### src/rtl/uart_tx_sched.sv
// Round-robin scheduler that feeds one byte at a time from two requesters into the UART
// transmitter, latching parity config per frame and flagging a transmitter that never starts.
module uart_tx_sched #(
  parameter int unsigned dataWidth    = 8,
  parameter int unsigned BUSY_TIMEOUT = 15
) (
  input  logic                 clk,
  input  logic                 rst,
  input  logic [dataWidth-1:0] req0_data,
  input  logic                 req0_valid,
  output logic                 req0_ready,
  input  logic [dataWidth-1:0] req1_data,
  input  logic                 req1_valid,
  output logic                 req1_ready,
  input  logic                 cfg_par_en,
  input  logic                 cfg_par_type,
  input  logic                 tx_busy,
  output logic [dataWidth-1:0] tx_p_data,
  output logic                 tx_data_valid,
  output logic                 tx_par_en,
  output logic                 tx_par_type,
  output logic                 grant_id,
  output logic                 timeout_err
);

  localparam int unsigned CntW = (BUSY_TIMEOUT > 1) ? $clog2(BUSY_TIMEOUT) : 1;
  localparam logic [CntW-1:0] CntMax = CntW'(BUSY_TIMEOUT - 1);

  typedef enum logic [1:0] {StIdle, StIssue, StWaitStart, StWaitDone} state_e;

  state_e          state_q;
  logic [CntW-1:0] cnt_q;
  logic            last_grant_q;
  logic            sel;
  logic            idle_free;
  logic            accept;

  // A lone valid requester wins outright; a tie goes to whoever was not granted last.
  always_comb begin
    sel = ~last_grant_q;
    if (req0_valid && !req1_valid) begin
      sel = 1'b0;
    end else if (req1_valid && !req0_valid) begin
      sel = 1'b1;
    end
  end

  assign idle_free  = (state_q == StIdle) && !tx_busy;
  assign req0_ready = idle_free && !sel;
  assign req1_ready = idle_free && sel;
  assign accept     = (req0_valid && req0_ready) || (req1_valid && req1_ready);

  always_ff @(posedge clk or negedge rst) begin
    if (!rst) begin
      state_q       <= StIdle;
      cnt_q         <= '0;
      last_grant_q  <= 1'b1;
      tx_p_data     <= '0;
      tx_data_valid <= 1'b0;
      tx_par_en     <= 1'b0;
      tx_par_type   <= 1'b0;
      grant_id      <= 1'b0;
      timeout_err   <= 1'b0;
    end else begin
      tx_data_valid <= 1'b0;
      timeout_err   <= 1'b0;
      unique case (state_q)
        StIdle: begin
          if (accept) begin
            tx_p_data    <= sel ? req1_data : req0_data;
            tx_par_en    <= cfg_par_en;
            tx_par_type  <= cfg_par_type;
            grant_id     <= sel;
            last_grant_q <= sel;
            state_q      <= StIssue;
          end
        end
        StIssue: begin
          tx_data_valid <= 1'b1;
          cnt_q         <= '0;
          state_q       <= StWaitStart;
        end
        StWaitStart: begin
          // busy wins over the timeout on the final wait cycle
          if (tx_busy) begin
            state_q <= StWaitDone;
          end else if (cnt_q == CntMax) begin
            timeout_err <= 1'b1;
            state_q     <= StIdle;
          end else begin
            cnt_q <= cnt_q + 1'b1;
          end
        end
        StWaitDone: begin
          if (!tx_busy) begin
            state_q <= StIdle;
          end
        end
        default: state_q <= StIdle;
      endcase
    end
  end

endmodule

### config.mk
export PLATFORM = sky130hd
export DESIGN_NAME = uart_tx_sched
export DESIGN_NICKNAME = d
export VERILOG_FILES = /design/src/rtl/uart_tx_sched.sv
export SDC_FILE = /design/constraint.sdc
export NUM_CORES = 1
export LEC_CHECK = 0
export ABC_CLOCK_PERIOD_IN_PS = 2060
export CORE_ASPECT_RATIO = 0.7
export CORE_UTILIZATION = 45
export CTS_CLUSTER_SIZE = 28
export DETAILED_ROUTE_END_ITERATION = 8
export PLACE_DENSITY = 0.88
export SYNTH_ARGS = -nofsm -noshare
export SYNTH_HDL_FRONTEND = slang
export SYNTH_SLANG_ARGS = --single-unit
### constraint.sdc
create_clock -name clk -period 2.06 [get_ports clk]
set_input_delay 0.309 -clock clk [delete_from_list [all_inputs] [get_ports clk]]
set_output_delay 0.309 -clock clk [all_outputs]
set_load 0.005 [all_outputs]
After elaboration in Yosys (flattened, before gate mapping):

Cells that the tools add are included.

* memory bits (read-only): 0
* bits in registers: 20
* word-level logic and storage cells: 52
* input bits: 23
* bits in writable memories: 0
* latch bits: 0
* output and inout bits: 15
* memories kept: 0

* muxes and demuxes: 15
* magnitude comparators: 0
* $add $sub $neg: 1
* eq/ne operators: 9
* $mul: 0
* bitwise logic cells: 1
* reductions and logical operators: 17
* shift operators: 0
* div/mod/pow operators: 0

Operator list (count)
* 2-bit two-way mux: 4
* 4-bit two-way mux: 2
* 8-bit two-way mux: 1
* 2-bit != test (second input constant): 4
* 2-bit one-hot mux with 4 select lines: 1
* 4-bit one-hot mux with 2 select lines: 1
* 1-bit logical AND: 7
* 1-bit two-way mux: 6
* 3-bit AND reduction: 2
* 4-bit by 1-bit adder with 4-bit output (second input constant): 1
* 2-bit equality test (second input constant): 2
* 4-bit equality test (second input constant): 1
* 1-bit logical NOT: 4
* 3-bit != test (second input constant): 1
* 2-bit by 1-bit equality test with 1-bit output (second input constant): 1
* 2-bit logical NOT: 1
* 2-bit AND reduction: 1
* 2-bit nonzero test: 1
* 1-bit logical OR: 1
* 1-bit NOT: 1

Logic depth before layout (Yosys ltp):

Gate-level depths: netlist (run 1).

* depth after elaboration: 10
* mapped depth: 5
* depth with buffers taken out: 5

Worst setup path before layout (run 1):

Ideal clock, no wire load.

* path type: register to output
* from: reg state_q[1]
* to: out req0_ready
* cell stages (with the launch flop): 4
* setup slack: 614 ps
* required time: 1751 ps
* data arrival time: 1137 ps
* buffers on the path: 1
* cells stage by stage: dfrtp_1 nor3_2 buf_2 a21boi_0

* cells in the longest elaborated chain, start to end: 3

RTL lines
* start: declaration: line 31 `state_e state_q;`
* start signal: assignment: line 55 `state_q <= StIdle;`
* start signal: assignment: line 75 `state_q <= StIssue;`
* start signal: assignment: line 81 `state_q <= StWaitStart;`
* 2-bit logical NOT: line 48 `assign idle_free = (state_q == StIdle) && !tx_busy;`
* 1-bit logical AND: line 48
* 1-bit logical AND: line 49 `assign req0_ready = idle_free && !sel;`
* end: declaration: line 11 `output logic req0_ready,`

Every way passes these cells.

Worst setup path in the final report (run 1):

* from: in req0_valid
* to: out req1_ready

* cells in the longest elaborated chain, start to end: 5
* elaborated cells between the ends (all ways): 6
* classes of those cells: mux (2); reduce/logical (4)

RTL lines
* start: declaration: line 10 `input logic req0_valid,`
* 1-bit logical NOT: line 43 `end else if (req1_valid && !req0_valid) begin`
* 1-bit logical AND: line 43
* 1-bit two-way mux: line 43
* 1-bit two-way mux *: line 41 `if (req0_valid && !req1_valid) begin`
* 1-bit logical AND *: line 50 `assign req1_ready = idle_free && sel;`
* end: declaration: line 14 `output logic req1_ready,`

Mark *: on every way between the ends. The rest lies on a longest branch, timed or not.

==> impl_metrics.env, run 1 <==
export IMPL_finalHoldViolCount=0
export IMPL_drt_antenna_violating_nets=0
export IMPL_ys_ff_latch=20
export IMPL_drive_gt1_frac=0.171
export IMPL_num_antenna_cells=0
export IMPL_ff2ff_path_depth=4
export IMPL_layout_min_cycle_time_ns=2.02
export IMPL_power_density_nw_per_um2=1220
export IMPL_power_frac_comb=0.447
export IMPL_drt_iter0_markers=36
export IMPL_end_of_the_critical_path="req1_ready"
export IMPL_clkSlewWorstSetupHoldPaths_ns=0.12
export IMPL_fillerInstances=159
export IMPL_syn_to_final_growth_pct=53.4
export IMPL_netSwitchingFraction=0.335
export IMPL_antenna_found_initial=0
export IMPL_sequential_cell_area_um2=503
export IMPL_routed_top_layer="met4"
export IMPL_combined_area_of_the_multi_input_logic_cells_um2=485
export IMPL_gp_weighted_congestion=0.864
export IMPL_yosys_area_share_adder=0.0248
export IMPL_dieHeight_um=41.6
export IMPL_yosys_area_share_xor_xnor=0
export IMPL_tightest_hold_check_type="input port to async pin"
export IMPL_met1Wirelength_um=1220
export IMPL_wl_met3_um=188
export IMPL_critical_path_arrival_ns=1.71
export IMPL_fin_total_pwr_mw=1.89
export IMPL_htreeDepth=1
export IMPL_core_rowCount=13
export IMPL_rrSetupSlack_ns=0.44
export IMPL_final_min_period_over_clock_period=0.982
export IMPL_setup_worst_path_start="req0_valid"
export IMPL_grt_max_degree=21
export IMPL_critPathLaunchType="input port"
export IMPL_endpoint_type_of_the_worst_setup_path="output pin"
export IMPL_vias_in_the_first_global_route=886
export IMPL_design_area_um2=1550
export IMPL_worstMarginPinSlew_ns=0.430
export IMPL_postSynthCellCount=100
export IMPL_ctsLongestPathBuffers=2
export IMPL_yosysSeqAreaShare=0.497
export IMPL_mappedNetlistArea_um2=1010
export IMPL_wl_met2_um=1330
export IMPL_switchingPower_uw=632
export IMPL_grt_first_pass_wirelength_um=4080
export IMPL_drt_pass1_iterations=7
export IMPL_rsz0062_at_grt="false"
export IMPL_synth_simple_gate_area_frac=0.154
export IMPL_pwr_share_seq=0.379
export IMPL_yosys_mux_area_fraction=0.0359
export IMPL_top_level_ports=38
export IMPL_worstSkewPairLatency_ns=0.32
export IMPL_clock_sink_total=20
export IMPL_die_x_um=58.6
export IMPL_combinational_family_with_the_most_area_after_synthesis="compound AO/OA/AOI/OAI gates"
export IMPL_max_cap_violations=0
export IMPL_routed_via_density=5.82
export IMPL_cts_buffers=3
export IMPL_crit_reg2reg_launch="state_q[1]$_DFFE_PN0P_"
export IMPL_syn_area_per_cell_um2=10.1
export IMPL_number_of_max_slew_violations_in_the_final_report=0
export IMPL_compound_cell_area_share_of_the_yosys_netlist=0.245
export IMPL_cts_hold_buffers=0
export IMPL_worst_ir_drop_vdd_uv=878
export IMPL_power_leakage_nw=0.663
export IMPL_post_place_instance_area_um2=1460
export IMPL_detailedPlacementHpwl_um=2000
export IMPL_p_int_mw=1.26
export IMPL_final_setup_skew_ns=0.00732
export IMPL_gr_total_overflow=0
export IMPL_tritoncts="built"
export IMPL_io_buffer_count=37
export IMPL_path_class="input port to output pin"
export IMPL_vias=1024
export IMPL_max_slew_margin=0.713
export IMPL_die_area_um2=2440
export IMPL_ys_warn_count=0
export IMPL_syn_num_nets=125
export IMPL_synthDistinctLibCells=32
export IMPL_route_detailed_wl_per_inst_um=15.9
export IMPL_timing_fmax_mhz=494
export IMPL_setup_violations_final=0
export IMPL_coreArea_um2=1980
export IMPL_status="finished clean"
export IMPL_grtUsageTotal=0.230
export IMPL_worst_path_max_fanout=4
export IMPL_clockPowerShare=0.174
export IMPL_detail_route_wirelength_um=2810
export IMPL_worst_endpoint_required_ns=1.75
export IMPL_critical_path_reg2reg_endpoint="tx_par_type$_DFFE_PN0P_"
export IMPL_remaining_drc_errors=0
export IMPL_final_nets=172
export IMPL_cts_root_buf="sky130_fd_sc_hd__clkbuf_4"
export IMPL_floorplan_initialDensity=0.509
-- layer usage --
metal / track usage / vias up
met5: 0 / -
met4: 0.0762 / 0
met3: 0.0717 / 9
met2: 0.370 / 54
met1: 0.294 / 489
li1: - / 472
-- cell usage after synthesis --
master / count / area share
sky130_fd_sc_hd__a21boi_0: 1 / 0.0074
sky130_fd_sc_hd__buf_1: 1 / 0.0037
sky130_fd_sc_hd__mux2i_1: 1 / 0.0099
sky130_fd_sc_hd__nand2b_1: 1 / 0.0062
sky130_fd_sc_hd__nand2_1: 5 / 0.019
sky130_fd_sc_hd__or2_0: 1 / 0.0062
sky130_fd_sc_hd__inv_1: 2 / 0.0074
sky130_fd_sc_hd__nor3b_1: 1 / 0.0074
sky130_fd_sc_hd__mux2_2: 1 / 0.011
sky130_fd_sc_hd__clkbuf_1: 3 / 0.011
sky130_fd_sc_hd__buf_2: 2 / 0.0099
sky130_fd_sc_hd__and2_4: 1 / 0.0087
sky130_fd_sc_hd__and3_1: 2 / 0.012
sky130_fd_sc_hd__a21oi_1: 9 / 0.045
sky130_fd_sc_hd__buf_6: 1 / 0.011
sky130_fd_sc_hd__nor3_2: 1 / 0.0099
sky130_fd_sc_hd__o21ai_0: 3 / 0.015
sky130_fd_sc_hd__or3b_1: 1 / 0.0087
sky130_fd_sc_hd__a21bo_2: 1 / 0.0099
sky130_fd_sc_hd__a32o_1: 1 / 0.0099
sky130_fd_sc_hd__ha_1: 2 / 0.025
sky130_fd_sc_hd__o211ai_1: 11 / 0.082
sky130_fd_sc_hd__nand4_1: 1 / 0.0062
sky130_fd_sc_hd__a21o_1: 1 / 0.0074
sky130_fd_sc_hd__or3_1: 1 / 0.0062
sky130_fd_sc_hd__o21bai_1: 1 / 0.0074
sky130_fd_sc_hd__dfrtp_1: 19 / 0.47
sky130_fd_sc_hd__mux2_4: 1 / 0.015
sky130_fd_sc_hd__a31oi_1: 10 / 0.062
sky130_fd_sc_hd__nor2_1: 1 / 0.0037
sky130_fd_sc_hd__dfstp_2: 1 / 0.026
sky130_fd_sc_hd__nand3_1: 12 / 0.059
-- kinds of logic after synthesis --
kind of cell             count (synthesis)
AO/OA/AOI/OAI                           38
AND/OR/NAND/NOR                         28
flip-flops                              20
buffers and inverters                    9
multiplexers                             3
adder cells (fa/ha/maj)                  2
-- power by group through the flow --
| stage | sequential (mW) | clock, mW | combinational, mW |
|---|---|---|---|
| after floorplan | 0.697 | 0 | 0.373 |
| after global placement | 0.699 | 0 | 0.761 |
| after detailed placement | 0.708 | 0 | 0.788 |
| after CTS | 0.699 | 0.329 | 0.808 |
| after global routing | 0.730 | 0.346 | 0.914 |
| final | 0.716 | 0.328 | 0.843 |
-- worst max-delay path, cell delays in order --
cell and delay, ns:
sky130_fd_sc_hd__clkdlybuf4s50_1 0.51, sky130_fd_sc_hd__o21bai_4 0.22, sky130_fd_sc_hd__and3_1 0.18, sky130_fd_sc_hd__clkdlybuf4s50_1 0.50
-- flip-flops by register name (all words and copies together) (netlist names) --
register,cells
timeout_err,1
tx_p_data,8
tx_par_en,1
grant_id,1
cnt_q,4
tx_data_valid,1
tx_par_type,1
last_grant_q,1
state_q,2
-- area by class of cell --
type	count	share of cell area
Multi-Input combinational cell	71	0.313
Tap cell	30	0.0242
Clock inverter	1	0.0194
Timing Repair Buffer	49	0.299
Sequential cell	20	0.325
Inverter	2	0.00485
Clock buffer	3	0.0145
-- stage by stage --
| stage | hold slack (ns) | util | setup WS [ns] | TNS [ns] | instances |
|---|---|---|---|---|---|
| after floorplan | 0.0134 | - | 0.614 | 0 | 100 |
| after global placement | 0.487 | 0.734 | 0.0328 | 0 | 170 |
| after global routing | 0.320 | 0.781 | 0.00723 | 0 | 176 |
| after CTS | 0.319 | 0.766 | 0.00283 | 0 | 175 |
| final | 0.307 | 0.781 | 0.0375 | 0 | 176 |
| after detailed placement | 0.486 | 0.734 | -0.0508 | -0.0508 | 170 |
-- worst min-delay path by stage --
stage | start | to | slack (ns)
after floorplan | rst | cnt_q[0]$_DFFE_PN0P_ | 0.01
after global placement | grant_id$_DFFE_PN0P_ | grant_id$_DFFE_PN0P_ | 0.49
after detailed placement | grant_id$_DFFE_PN0P_ | grant_id$_DFFE_PN0P_ | 0.49
after CTS | rst | timeout_err$_DFF_PN0_ | 0.32
after global routing | rst | tx_data_valid$_DFF_PN0_ | 0.32
final | rst | cnt_q[3]$_DFFE_PN0P_ | 0.31
-- placed cells by master (no fill, tap or decap), drive strengths merged, types with 2 or more instances in the layout --
master,instances
clkbuf,3
a21oi,9
mux2,2
dfrtp,19
nand3,12
buf,12
a31oi,10
ha,2
o211ai,11
o21ai,3
and3,2
inv,2
nand2,5
clkdlybuf4s50,36
-- repair_timing --
item	4_1_cts	5_1_grt
pin swaps	1	2
resized for setup	1	6
gates cloned	0	0
setup buffers	1	1
endpoints found under the setup margin	2	2
Power figures use the tool's default switching activity.
==> run 2, diff against run 1 <==
==> config.mk (replaced) <==
export PLATFORM = sky130hd
export DESIGN_NAME = uart_tx_sched
export DESIGN_NICKNAME = d
export VERILOG_FILES = /design/src/rtl/uart_tx_sched.sv
export SDC_FILE = /design/constraint.sdc
export NUM_CORES = 1
export LEC_CHECK = 0
export ABC_CLOCK_PERIOD_IN_PS = 1680
export CORE_ASPECT_RATIO = 0.7
export CORE_UTILIZATION = 39
export CTS_CLUSTER_SIZE = 28
export DETAILED_ROUTE_END_ITERATION = 8
export PLACE_DENSITY = 0.82
export SYNTH_ARGS = -nofsm -noshare
export SYNTH_HDL_FRONTEND = slang
export SYNTH_SLANG_ARGS = --single-unit
==> constraint.sdc (replaced) <==
create_clock -name clk -period 1.68 [get_ports clk]
set_input_delay 0.252 -clock clk [delete_from_list [all_inputs] [get_ports clk]]
set_output_delay 0.252 -clock clk [all_outputs]
set_load 0.005 [all_outputs]
==> run 2 against run 1 <==
Compared with the run above: die area up 15%; hold slack better by 0.016 ns; combinational power up 28%.
==> impl_metrics.env, run 2 (same netlist as run 1, synthesis figures left out) <==
export IMPL_final_min_period_over_clock_period=0.966
export IMPL_critical_path_slowest_cell="sky130_fd_sc_hd__dfstp_2"
export IMPL_grtUsageTotal=0.203
export IMPL_num_antenna_cells=0
export IMPL_tritoncts="built"
export IMPL_cts_hold_buffers=0
export IMPL_dieHeight_um=44.6
export IMPL_rsz0062_at_grt="false"
export IMPL_clkSlewWorstSetupHoldPaths_ns=0.07
export IMPL_cts_root_buf="sky130_fd_sc_hd__clkbuf_8"
export IMPL_power_density_nw_per_um2=1520
export IMPL_drt_iter0_markers=42
export IMPL_post_route_util=0.648
export IMPL_syn_to_final_growth_pct=57.9
export IMPL_worst_endpoint_required_ns=1.43
export IMPL_cpLargestDelayFamily="flip-flops"
export IMPL_ctsLongestPathBuffers=2
export IMPL_final_nets=177
export IMPL_floorplan_initialDensity=0.411
export IMPL_htreeDepth=1
export IMPL_critPathLaunchType="register"
export IMPL_vias=993
export IMPL_coreArea_um2=2460
export IMPL_final_common_cell="sky130_fd_sc_hd__clkdlybuf4s50_1"
export IMPL_layout_min_cycle_time_ns=1.62
export IMPL_tightest_hold_check_type="input port to async pin"
export IMPL_power_leakage_nw=0.687
export IMPL_routed_via_density=5.37
export IMPL_die_x_um=62.8
export IMPL_clock_sink_total=20
export IMPL_max_slew_margin=0.750
export IMPL_most_common_layout_cells="33 x sky130_fd_sc_hd__clkdlybuf4s50_1, 18 x sky130_fd_sc_hd__dfrtp_1, 17 x sky130_fd_sc_hd__buf_4"
export IMPL_gp_weighted_congestion=0.906
export IMPL_detailedPlacementHpwl_um=2020
export IMPL_layout_top_registers="tx_p_data: 8 flops, cnt_q: 4 flops, state_q: 2 flops"
export IMPL_preCtsSetupSlack_ns=-0.334
export IMPL_timing_critical_path_slowest_cell_delay_ns=0.56
export IMPL_number_of_max_slew_violations_in_the_final_report=0
export IMPL_max_cap_violations=0
export IMPL_worst_ir_drop_vdd_uv=789
export IMPL_gr_total_overflow=0
export IMPL_largest_register="tx_p_data"
export IMPL_io_buffer_count=37
export IMPL_vias_in_the_first_global_route=980
export IMPL_top_level_ports=38
export IMPL_fin_total_pwr_mw=2.42
export IMPL_grt_first_pass_wirelength_um=4260
export IMPL_drt_antenna_violating_nets=0
export IMPL_status="finished clean"
export IMPL_endpoint_type_of_the_worst_setup_path="output pin"
export IMPL_cts_buffers=3
export IMPL_critical_path_arrival_ns=1.37
export IMPL_holdWs_ns=0.324
export IMPL_final_setup_skew_ns=0.00772
export IMPL_grt_max_degree=21
export IMPL_die_area_um2=2800
export IMPL_detail_route_wirelength_um=2700
export IMPL_finalWorstSetupSlack_ns=0.0563
export IMPL_drive_gt1_frac=0.212
export IMPL_worstSkewPairLatency_ns=0.26
export IMPL_max_ffs_per_register=8
export IMPL_fillerInstances=196
export IMPL_antenna_found_initial=0
export IMPL_timing_fmax_mhz=616
export IMPL_drt_pass1_iterations=4
export IMPL_cp_num_buf_inv=1
export IMPL_setup_violations_final=0
export IMPL_route_detailed_wl_per_inst_um=14.6
export IMPL_core_rowCount=15
export IMPL_worst_path_max_fanout=4
export IMPL_remaining_drc_errors=0
export IMPL_finalHoldViolCount=0
export IMPL_crit_chain="nand2_2 -> and3_1 -> dlygate4sd2_1"
export IMPL_worstMarginPinSlew_ns=0.374
export IMPL_path_class="register to output pin"
==> run 2: cell types whose count changed in the layout (fill, tap and decap cells not counted), sizes merged <==
cell | before | now
buf | 12 | 18
clkdlybuf4s50 | 36 | 33
dlygate4sd2 | 0 | 3
dlymetal6s2s | 1 | 0
==> run 2: metal layers <==
| layer | global-route usage | up-vias | wire, µm | share of wire |
|---|---|---|---|---|
| met4 | 0.102 | 0 | 60 | 0.022 |
| met2 | 0.354 | 37 | 1380 | 0.51 |
| met1 | 0.242 | 465 | 1130 | 0.42 |
| li1 | - | 484 | - | - |
| met5 | 0 | - | 0 | 0 |
| met3 | 0.0464 | 7 | 135 | 0.050 |
==> run 2: path summary, 6_finish.rpt <==
| kind | start | to | slack [ns] | cells past startpoint |
|---|---|---|---|---|
| max | last_grant_q$_DFFE_PN1P_ | req1_ready | 0.06 | 3 |
| min | rst | tx_p_data[2]$_DFFE_PN0P_ | 0.32 | 2 |
| max reg2reg | state_q[0]$_DFFE_PN0P_ | tx_par_type$_DFFE_PN0P_ | 0.06 | 6 |
| min reg2reg | tx_par_en$_DFFE_PN0P_ | tx_par_en$_DFFE_PN0P_ | 0.51 | 1 |
| max in group asynchronous | rst | last_grant_q$_DFFE_PN1P_ | 1.08 | 2 |
| min in group clk | tx_par_en$_DFFE_PN0P_ | tx_par_en$_DFFE_PN0P_ | 0.51 | 1 |
==> run 2: cell type report <==
class | instances | area, µm² | share of cell area
Clock buffer | 3 | 41.3 | 0.0259
Timing Repair Buffer | 54 | 489 | 0.307
Sequential cell | 20 | 503 | 0.316
Inverter | 2 | 7.51 | 0.00471
Multi-Input combinational cell | 71 | 480 | 0.301
Tap cell | 34 | 42.5 | 0.0267
Clock inverter | 1 | 30.0 | 0.0188
==> run 2: stage by stage <==
stage | instances | setup TNS (ns) | instance area (µm²)
floorplan | 100 | 0 | 1010
global placement | 176 | -1.08 | 1480
detailed placement | 176 | -1.68 | 1480
CTS | 185 | 0 | 1600
global route | 185 | 0 | 1590
finish | 185 | 0 | 1590
==> run 2: worst register-to-register path: cells and delay by family, from the launching register on <==
family	cells	cell delay, ns
DFF	1	0.41
buffers and inverters	3	0.43
muxes	1	0.32
and+or+nand+nor	2	0.37
==> run 2: where the power goes <==
part | switching [mW] | leakage [nW] | internal (mW)
Sequential | 0.162 | 0.240 | 0.704
Combinational | 0.447 | 0.412 | 0.629
Clock | 0.157 | 0.0357 | 0.318
Total | 0.765 | 0.687 | 1.65
==> run 2: repair_timing <==
| item | CTS | global route |
|---|---|---|
| pin swaps | 3 | 0 |
| buffers inserted | 5 | 0 |
| endpoints found under the hold margin | 0 | 0 |
| resized for setup | 11 | 2 |
| endpoints found under the setup margin | 2 | 2 |
==> run 3, diff against run 2 <==
--- a/config.mk
+++ b/config.mk
@@ -6,7 +6,6 @@
 export NUM_CORES = 1
 export LEC_CHECK = 0
 export ABC_CLOCK_PERIOD_IN_PS = 1680
-export CORE_ASPECT_RATIO = 0.7
 export CORE_UTILIZATION = 39
 export CTS_CLUSTER_SIZE = 28
 export DETAILED_ROUTE_END_ITERATION = 8
==> run 3 against run 2 <==
Compared with the run above: the run now ends with negative setup slack left; hold slack got worse by 0.071 ns; routed wire length up 5.3%; combinational power barely moved; setup slack got worse by 0.096 ns; register-to-register slack better by 0.06 ns; die area shrank 0.12%; critical endpoint is now req0_ready; largest power group unchanged; highest routed layer unchanged.
==> impl_metrics.env, run 3 (same netlist as run 1, synthesis figures left out) <==
export IMPL_tightest_hold_check_type="input port to async pin"
export IMPL_routed_via_density=5.53
export IMPL_setup_violations_final=1
export IMPL_core_rowCount=18
export IMPL_remaining_drc_errors=0
export IMPL_final_setup_skew_ns=0.00287
export IMPL_die_x_um=52.9
export IMPL_worst_endpoint_required_ns=1.43
export IMPL_dieHeight_um=52.9
export IMPL_die_area_um2=2800
export IMPL_max_ffs_per_register=8
export IMPL_finalHoldViolCount=0
export IMPL_worst_ir_drop_vdd_uv=1000
export IMPL_htreeDepth=1
export IMPL_drt_pass1_iterations=4
export IMPL_detail_route_wirelength_um=2840
export IMPL_gr_total_overflow=0
export IMPL_number_of_max_slew_violations_in_the_final_report=0
export IMPL_clock_sink_total=20
export IMPL_failed_checks="negative setup slack"
export IMPL_critPathLaunchType="register"
export IMPL_pwr_share_seq=0.367
export IMPL_crit_reg2reg_launch="state_q[1]$_DFFE_PN0P_"
export IMPL_post_place_instance_area_um2=1490
export IMPL_path_class="register to output pin"
export IMPL_timing_fmax_mhz=581
export IMPL_netSwitchingFraction=0.332
export IMPL_status="finished, violations left"
export IMPL_antenna_found_initial=0
export IMPL_preCtsSetupSlack_ns=-0.228
export IMPL_tritoncts="built"
export IMPL_power_leakage_nw=0.679
export IMPL_final_common_cell="sky130_fd_sc_hd__clkdlybuf4s50_1"
export IMPL_worst_path_max_fanout=3
export IMPL_worstMarginPinSlew_ns=0.379
export IMPL_cts_root_buf="sky130_fd_sc_hd__clkbuf_4"
export IMPL_final_nets=178
export IMPL_max_slew_margin=0.747
export IMPL_endpoint_type_of_the_worst_setup_path="output pin"
export IMPL_clockPowerShare=0.172
export IMPL_most_common_layout_cells="34 x sky130_fd_sc_hd__clkdlybuf4s50_1, 19 x sky130_fd_sc_hd__dfrtp_1, 18 x sky130_fd_sc_hd__buf_4"
export IMPL_cts_buffers=3
export IMPL_drt_iter0_markers=18
export IMPL_layout_min_cycle_time_ns=1.72
export IMPL_critical_path_arrival_ns=1.47
export IMPL_finalWorstSetupSlack_ns=-0.0399
export IMPL_layout_top_registers="tx_p_data: 8 flops, cnt_q: 4 flops, state_q: 2 flops"
export IMPL_ff2ff_path_depth=5
export IMPL_critical_path_reg2reg_endpoint="tx_par_type$_DFFE_PN0P_"
export IMPL_grt_max_degree=21
export IMPL_floorplan_initialDensity=0.411
export IMPL_drive_gt1_frac=0.211
export IMPL_grtUsageTotal=0.230
export IMPL_num_antenna_cells=0
export IMPL_syn_to_final_growth_pct=57.2
export IMPL_switchingPower_uw=784
export IMPL_power_density_nw_per_um2=1490
export IMPL_route_detailed_wl_per_inst_um=15.6
export IMPL_clkSlewWorstSetupHoldPaths_ns=0.12
export IMPL_vias_in_the_first_global_route=993
export IMPL_largest_register="tx_p_data"
export IMPL_power_frac_comb=0.461
export IMPL_rrSetupSlack_ns=0.12
export IMPL_max_cap_violations=0
export IMPL_ctsLongestPathBuffers=2
export IMPL_p_int_mw=1.58
export IMPL_vias=1006
export IMPL_worstSkewPairLatency_ns=0.32
export IMPL_detailedPlacementHpwl_um=2040
export IMPL_coreArea_um2=2450
export IMPL_grt_first_pass_wirelength_um=4430
export IMPL_design_area_um2=1590
export IMPL_io_buffer_count=37
export IMPL_final_min_period_over_clock_period=1.02
export IMPL_setup_worst_path_start="state_q[1]$_DFFE_PN0P_"
export IMPL_gp_weighted_congestion=0.805
export IMPL_cts_hold_buffers=0
export IMPL_drt_antenna_violating_nets=0
export IMPL_top_level_ports=38
-- run 3: repair_timing --
action | CTS | global route
hold endpoints to repair | 0 | 0
resized for setup | 8 | 5
pin swaps | 1 | 2
endpoints found under the setup margin | 2 | 2
setup buffers | 1 | 2
-- run 3: power groups by stage --
stage / registers [mW] / logic, mW / clock network, mW
floorplan: 0.855 / 0.457 / 0
global route: 0.896 / 1.20 / 0.429
detailed placement: 0.855 / 1.04 / 0
CTS: 0.856 / 1.06 / 0.419
global placement: 0.842 / 1.01 / 0
finish: 0.868 / 1.09 / 0.406
-- run 3: worst max-delay path, stage by stage, from the launching register on --
cell and delay (ns):
sky130_fd_sc_hd__dfrtp_1 0.44, sky130_fd_sc_hd__nor3_4 0.20, sky130_fd_sc_hd__buf_4 0.15, sky130_fd_sc_hd__a21boi_1 0.20, sky130_fd_sc_hd__buf_2 0.16
-- run 3: metal layers --
layer  share of wire  GRT usage
met5               0          0
met4           0.023      0.140
met3           0.038     0.0287
met2            0.54      0.395
met1            0.40      0.271
-- run 3: area by class of cell --
| type | count | area, µm² |
|---|---|---|
| inverter | 2 | 7.51 |
| multi-input combinational | 71 | 489 |
| tap | 30 | 37.5 |
| fill | 193 | 867 |
| timing repair buffer | 55 | 499 |
| sequential | 20 | 502 |
| clock inverter | 1 | 30.0 |
| clock buffer | 3 | 22.5 |
-- run 3: worst max path at each step --
stage	depth (start not counted)	slack, ns	endpoint
after floorplan	4	0.27	tx_par_en$_DFFE_PN0P_
after global placement	4	-0.21	req0_ready
after detailed placement	4	-0.23	req1_ready
after CTS	3	0.0003	req1_ready
after global routing	4	-0.06	req0_ready
final	4	-0.04	req0_ready
-- run 3: through the flow --
| stage | std cells | util | setup TNS (ns) | total power [mW] | hold slack (ns) |
|---|---|---|---|---|---|
| 6_report | 182 | 0.647 | -0.0399 | 2.36 | 0.253 |
| 5_1_grt | 182 | 0.647 | -0.0942 | 2.52 | 0.274 |
| 4_1_cts | 180 | 0.634 | 0 | 2.33 | 0.245 |
| 3_5_place_dp | 175 | 0.609 | -0.759 | 1.90 | 0.504 |
| 3_3_place_gp | 175 | 0.609 | -0.576 | 1.85 | 0.486 |
| 2_1_floorplan | 100 | - | 0 | 1.31 | -0.0436 |
==> RTL edit 1 (config.mk and constraints of run 2) <==
Register the inputs `cfg_par_en` and `cfg_par_type` before use. The logic sees them one clock later. The other inputs are not delayed to match.
--- a/src/rtl/uart_tx_sched.sv
+++ b/src/rtl/uart_tx_sched.sv
@@ -27,6 +27,14 @@
   localparam logic [CntW-1:0] CntMax = CntW'(BUSY_TIMEOUT - 1);
 
   typedef enum logic [1:0] {StIdle, StIssue, StWaitStart, StWaitDone} state_e;
+
+  logic cfg_par_en_q;
+  logic cfg_par_type_q;
+
+  always_ff @(posedge clk) begin
+    cfg_par_en_q   <= cfg_par_en;
+    cfg_par_type_q <= cfg_par_type;
+  end
 
   state_e          state_q;
   logic [CntW-1:0] cnt_q;
@@ -68,8 +76,8 @@
         StIdle: begin
           if (accept) begin
             tx_p_data    <= sel ? req1_data : req0_data;
-            tx_par_en    <= cfg_par_en;
-            tx_par_type  <= cfg_par_type;
+            tx_par_en    <= cfg_par_en_q;
+            tx_par_type  <= cfg_par_type_q;
             grant_id     <= sel;
             last_grant_q <= sel;
             state_q      <= StIssue;
Formal check against the unedited RTL: not equivalent (a bounded check fails within 4 cycles, from zero or initial values and one cycle with rst low).
==> RTL edit 1 against run 2 <==
Routed wire length decreased by 2.6%. Worst setup slack improved by 36 ps. Power fell by 7.4%. Synthesized area up 4.0%. Combinational power decreased by 6%. Fmax up 2.2%. Final area decreased by 1.4%. Register-to-register slack improved by 100 ps. Sequential cell count is 2 higher. Critical path type unchanged. Largest cell class unchanged. Largest power group unchanged.
==> RTL edit 1: results (changes against run 2) <==
GRT
  – Grt ovf: 0 (unchanged)
  – Total track usage: 0.193 (-0.0104)
  – Vias in the first global route: 926 (-5.5%)
  – First-pass GRT wire length: 4230 um (-0.82%)

Power and ir drop
  – Leak Pwr: 0.000672 uW (-2.2%)
  – VDD IR max: 0.942 mV (+19%)

Placed design
  – Placed insts: 179 (+1.7%)
  – Post-placement cell area: 0.00152 sq mm (+3.2%)
  – Routability cong.: 0.837 (-7.6%)
  – DP HPWL: 2100 um (+4.0%)
  – Buffers on Ports: 37 (unchanged)

STA
  – Clk_skew: 8.83 ps (+1.11 ps)
  – Hold_ws: 322 ps (-1.40 ps)
  – Worst-margin pin slew: 371 ps (-3.66 ps)

Detailed routing
  – Routed WL per cell: 14.4 um (-1.5%)
  – Starting DRT DRC Count: 56 (+33%)
  – DR vias: 1009 (+1.6%)
  – Via density: 5.51 (+2.7%)

Logic synthesis
  – Syn_area_per_cell: 10.3 sq um (+1.9%)
  – Synth area leaders: dfrtp_1 (45%), o211ai_1 (7.9%), a31oi_1 (6.0%)
  – Top post-synthesis cells by count: dfrtp_1 (19), nand3_1 (12), o211ai_1 (11), a31oi_1 (10), a21oi_1 (9)
  – Yosys warnings: 0 (unchanged)
  – Async SR Flop Fraction: 0.909 (-0.0909)
  – Syn Nets: 127 (+1.6%)
  – Seq/Total Area, Yosys: 0.516 (+0.0192)
  – Cell variety after synth: 33 (+3.1%)

Setup path
  – Crit path DAT: 1340 ps (-30 ps)
  – Worst r2r dst: cnt_q[3]
  – Crit-path max FO: 4 (unchanged)
  – Register-to-register setup slack: 160 ps (+100 ps)
  – Reg2Reg Depth: 4 (-2)

Clock tree
  – Root buffer cell: clkbuf_8

Final layout
  – Fillers: 203 (+3.6%)
  – Share of cells above drive strength 1: 0.161 (-0.0508)
  – Antenna Diode Count: 0 (unchanged)

Outcome
  – Outcome: finished clean

Worst hold path
  – Min-Delay Path Class: input port to asynchronous set/reset pin
[RTL edit 1: cell types whose count changed after synthesis]
cell     delta
dfxtp_1     +2
[RTL edit 1: how the worst max path moves through the flow]
| stage | depth (start not counted) | slack (ps) | to | start |
|---|---|---|---|---|
| CTS | 3 | 80 | req1_ready | last_grant_q |
| finish | 3 | 90 | req1_ready | last_grant_q |
| global placement | 4 | -190 | req0_ready | tx_busy |
| global route | 3 | 30 | req1_ready | last_grant_q |
| floorplan | 4 | 270 | tx_par_en | state_q[1] |
| detailed placement | 4 | -220 | req1_ready | req0_valid |
[RTL edit 1: metrics by stage]
step	setup TNS, ps	worst slack, ps	utilization
floorplan	0	270	-
global placement	-586	-186	0.611
detailed placement	-739	-217	0.611
CTS	0	81.6	0.630
global route	0	27.4	0.630
finish	0	91.9	0.630
[RTL edit 1: logic make-up (layout without fill, tap and decap cells)]
| kind of cell | Yosys count | in the layout | synth area share |
|---|---|---|---|
| compound gates | 38 | 38 | 0.236 |
| simple gates | 28 | 28 | 0.148 |
| flops | 22 | 22 | 0.516 |
| buf+inv | 9 | 56 | 0.0417 |
| mux | 3 | 3 | 0.0346 |
| fa+ha+maj | 2 | 2 | 0.0238 |
[RTL edit 1: where the power goes]
part	switching, uW	internal, uW	leakage (uW)
clock	153	169	0.0000228
sequential	147	751	0.000257
combinational	426	592	0.000392
[RTL edit 1: worst max-delay path, stage by stage (launching register included)]
cell and delay, ps:
dfstp_2 550, o21bai_2 110, and3_1 170, dlygate4sd2_1 250
[RTL edit 1: cell type report]
cell class                      instances  area share
Sequential cell                        22       0.345
Tap cell                               34      0.0271
Clock buffer                            4      0.0287
Timing Repair Buffer                   50       0.295
Multi-Input combinational cell         71       0.300
Inverter                                2     0.00478
[RTL edit 1: timing repair]
item / 4_1_cts / 5_1_grt
endpoints found under the setup margin: 2 / 0
buffers inserted: 0 / 0
gates resized for setup: 7 / 0
[RTL edit 1: metal layers]
layer | vias up | global-route usage | wire, um
li1 | 478 | - | -
met3 | 4 | 0.0325 | 146
met1 | 486 | 0.251 | 1100
met4 | 0 | 0.0591 | 30
met5 | - | 0 | 0
met2 | 41 | 0.336 | 1350
==> RTL edit 2 (config.mk and constraints of run 2) <==
Made on the original files. Set the parameter `dataWidth` to 9 (it was 8).
--- a/src/rtl/uart_tx_sched.sv
+++ b/src/rtl/uart_tx_sched.sv
@@ -1,7 +1,7 @@
 // Round-robin scheduler that feeds one byte at a time from two requesters into the UART
 // transmitter, latching parity config per frame and flagging a transmitter that never starts.
 module uart_tx_sched #(
-  parameter int unsigned dataWidth    = 8,
+  parameter int unsigned dataWidth    = 9,
   parameter int unsigned BUSY_TIMEOUT = 15
 ) (
   input  logic                 clk,
Interface: changed (resized req0_data, req1_data and tx_p_data); port bits go from 38 to 41. The function was not compared with the original's and may differ.
==> RTL edit 2 against run 2 <==
Clock skew is 6.0 ps lower. Synthesized area grew 7.2%. Register-to-register slack improved by 120 ps. Final area increased by 4.9%. Fmax up 2.8%. Routed wire length grew 4.7%. Worst setup slack gained 45 ps. Count of clock-buffer cells in the layout unchanged. Power down 0.62%. Sequential power increased by 2%. Die area grew 6.9%. Sequential cell count increased by 1. Critical endpoint is now req0_ready. Highest routed layer unchanged.
==> RTL edit 2: results (changes against run 2) <==
STA
  – Worst-margin pin slew: 310 ps (-64.3 ps)
  – Clk_skew: 1.73 ps (-5.99 ps)

Placed design
  – DP HPWL: 2100 um (+4.3%)
  – Routability cong.: 0.862 (-4.8%)
  – Buffers on Ports: 40 (+8.1%)

Clock tree
  – Post-CTS setup buffer count: 1 (-4)
  – Worst-path clk slew: ~80 ps
  – CTS buffer count: 3 (unchanged)
  – CTS resizes: 5 (-6)
  – Clock Latency Late Sink: 260 ps (about the same)
  – Htree depth: 1 (unchanged)
  – Root buffer cell: clkbuf_8
  – CTS max path bufs: 2 (unchanged)

Outcome
  – Outcome: finished clean

Final layout
  – Fillers: 209 (+6.6%)
  – Share of cells above drive strength 1: 0.204 (-0.00810)
  – Largest regs: tx_p_data: 9 flops, cnt_q: 4 flops, state_q: 2 flops
  – Nets: 185 (+4.5%)
  – Antenna Diode Count: 0 (unchanged)

Detailed routing
  – Routed WL per cell: 14.8 um (+1.4%)
  – Post-route ant nets: 0 (unchanged)
  – Total iterations of the first detailed-routing run: 4 (unchanged)
  – Starting DRT DRC Count: 30 (-29%)
  – Via density: 5.40 (+0.57%)

Logic synthesis
  – Async SR Flop Fraction: 1.00 (unchanged)
  – Yosys warnings: 0 (unchanged)
  – Compound-gate portion of the synthesized area: 0.229 (-0.0165)
  – Ys flop type: dfrtp_1
  – Top post-synthesis cells by count: dfrtp_1 (20), nand3_1 (12), a21oi_1 (11), a31oi_1 (9), o211ai_1 (9)
  – Adder-cell area share of the yosys netlist: 0.0231 (-0.00166)
  – Cell variety after synth: 29 (-9.4%)
  – Synth area leaders: dfrtp_1 (46%), o211ai_1 (6.2%), nand3_1 (5.5%)
  – Seq/Total Area, Yosys: 0.487 (-0.0102)
  – Xor/xnor share of the synthesized area: 0 (unchanged)
  – Syn Nets: 130 (+4.0%)
  – Mux contribution to synthesized area: 0.0647 (+0.0288)

GRT
  – First-pass GRT wire length: 4430 um (+3.9%)
  – Total track usage: 0.205 (+0.00212)
  – Vias in the first global route: 919 (-6.2%)
  – Largest net degree at the start of global routing: 22 (+4.8%)
  – Initial antenna violation count: 0 (unchanged)

Power and ir drop
  – Leak Pwr: 0.000753 uW (+9.6%)
  – Total Power: 2400 uW (-0.62%)
  – Switching pwr: 812 uW (+6.1%)
  – Clock Power: 339 uW (-29%)
  – VDD IR max: 0.633 mV (-20%)
  – Sequential Power: 881 uW (+2%)

Setup path
  – Crit path DAT: 1330 ps (-40 ps)
  – CP Class: flip-flop to primary output

Worst hold path
  – Min-Delay Path Class: input port to asynchronous set/reset pin
RTL edit 2: cell count changes in the layout (fill, tap and decap cells not counted), sizes merged, moves of 2 or more:
cell | run 2 | this run
o21ai | 3 | 1
a21oi | 9 | 11
o211ai | 11 | 9
clkdlybuf4s50 | 33 | 36
nand2 | 5 | 7
mux2i | 1 | 4
RTL edit 2: area by class of cell:
type,instances,area (sq um),area share
repair buffers,58,534,0.319
flip-flops and latches,21,527,0.315
multi-input cells,71,512,0.306
well taps,34,42.5,0.0254
clock buffers,3,41.3,0.0247
inverters,3,11.3,0.00673
clock inverters,1,5.00,0.00299
RTL edit 2: worst max-delay path: stages, from the launching register on:
cell and delay, ps:
dfstp_2 580, o21bai_4 90, a21boi_1 140, dlygate4sd2_1 240
RTL edit 2: path summary, 6_finish.rpt:
check	depth (start not counted)	to	slack, ps	from
worst max-delay path	3	req0_ready	100	last_grant_q
worst min-delay path	2	tx_data_valid	330	rst
worst max register to register	4	tx_par_type	180	state_q[0]
worst min register to register	1	cnt_q[3]	490	cnt_q[3]
max in group asynchronous	2	last_grant_q	1080	rst
min in group clk	1	cnt_q[3]	490	cnt_q[3]
RTL edit 2: per-layer routing:
metal  vias to the layer above  global-route usage  wire length, um
met3                         6              0.0569              133
met1                       500               0.265             1330
met2                        33               0.340             1330
met5                         -                   0                0
met4                         0              0.0667               33
li1                        492                   -                -
RTL edit 2: metrics by stage:
step                instance area (sq um)   util  setup slack (ps)  cells  hold slack, ps
floorplan                            1080      -               312    103           -43.6
global placement                     1610  0.629              -272    186             461
detailed placement                   1610  0.629              -333    186             469
CTS                                  1660  0.650              -140    191             343
global route                         1670  0.655              40.9    191             376
finish                               1670  0.655               101    191             333
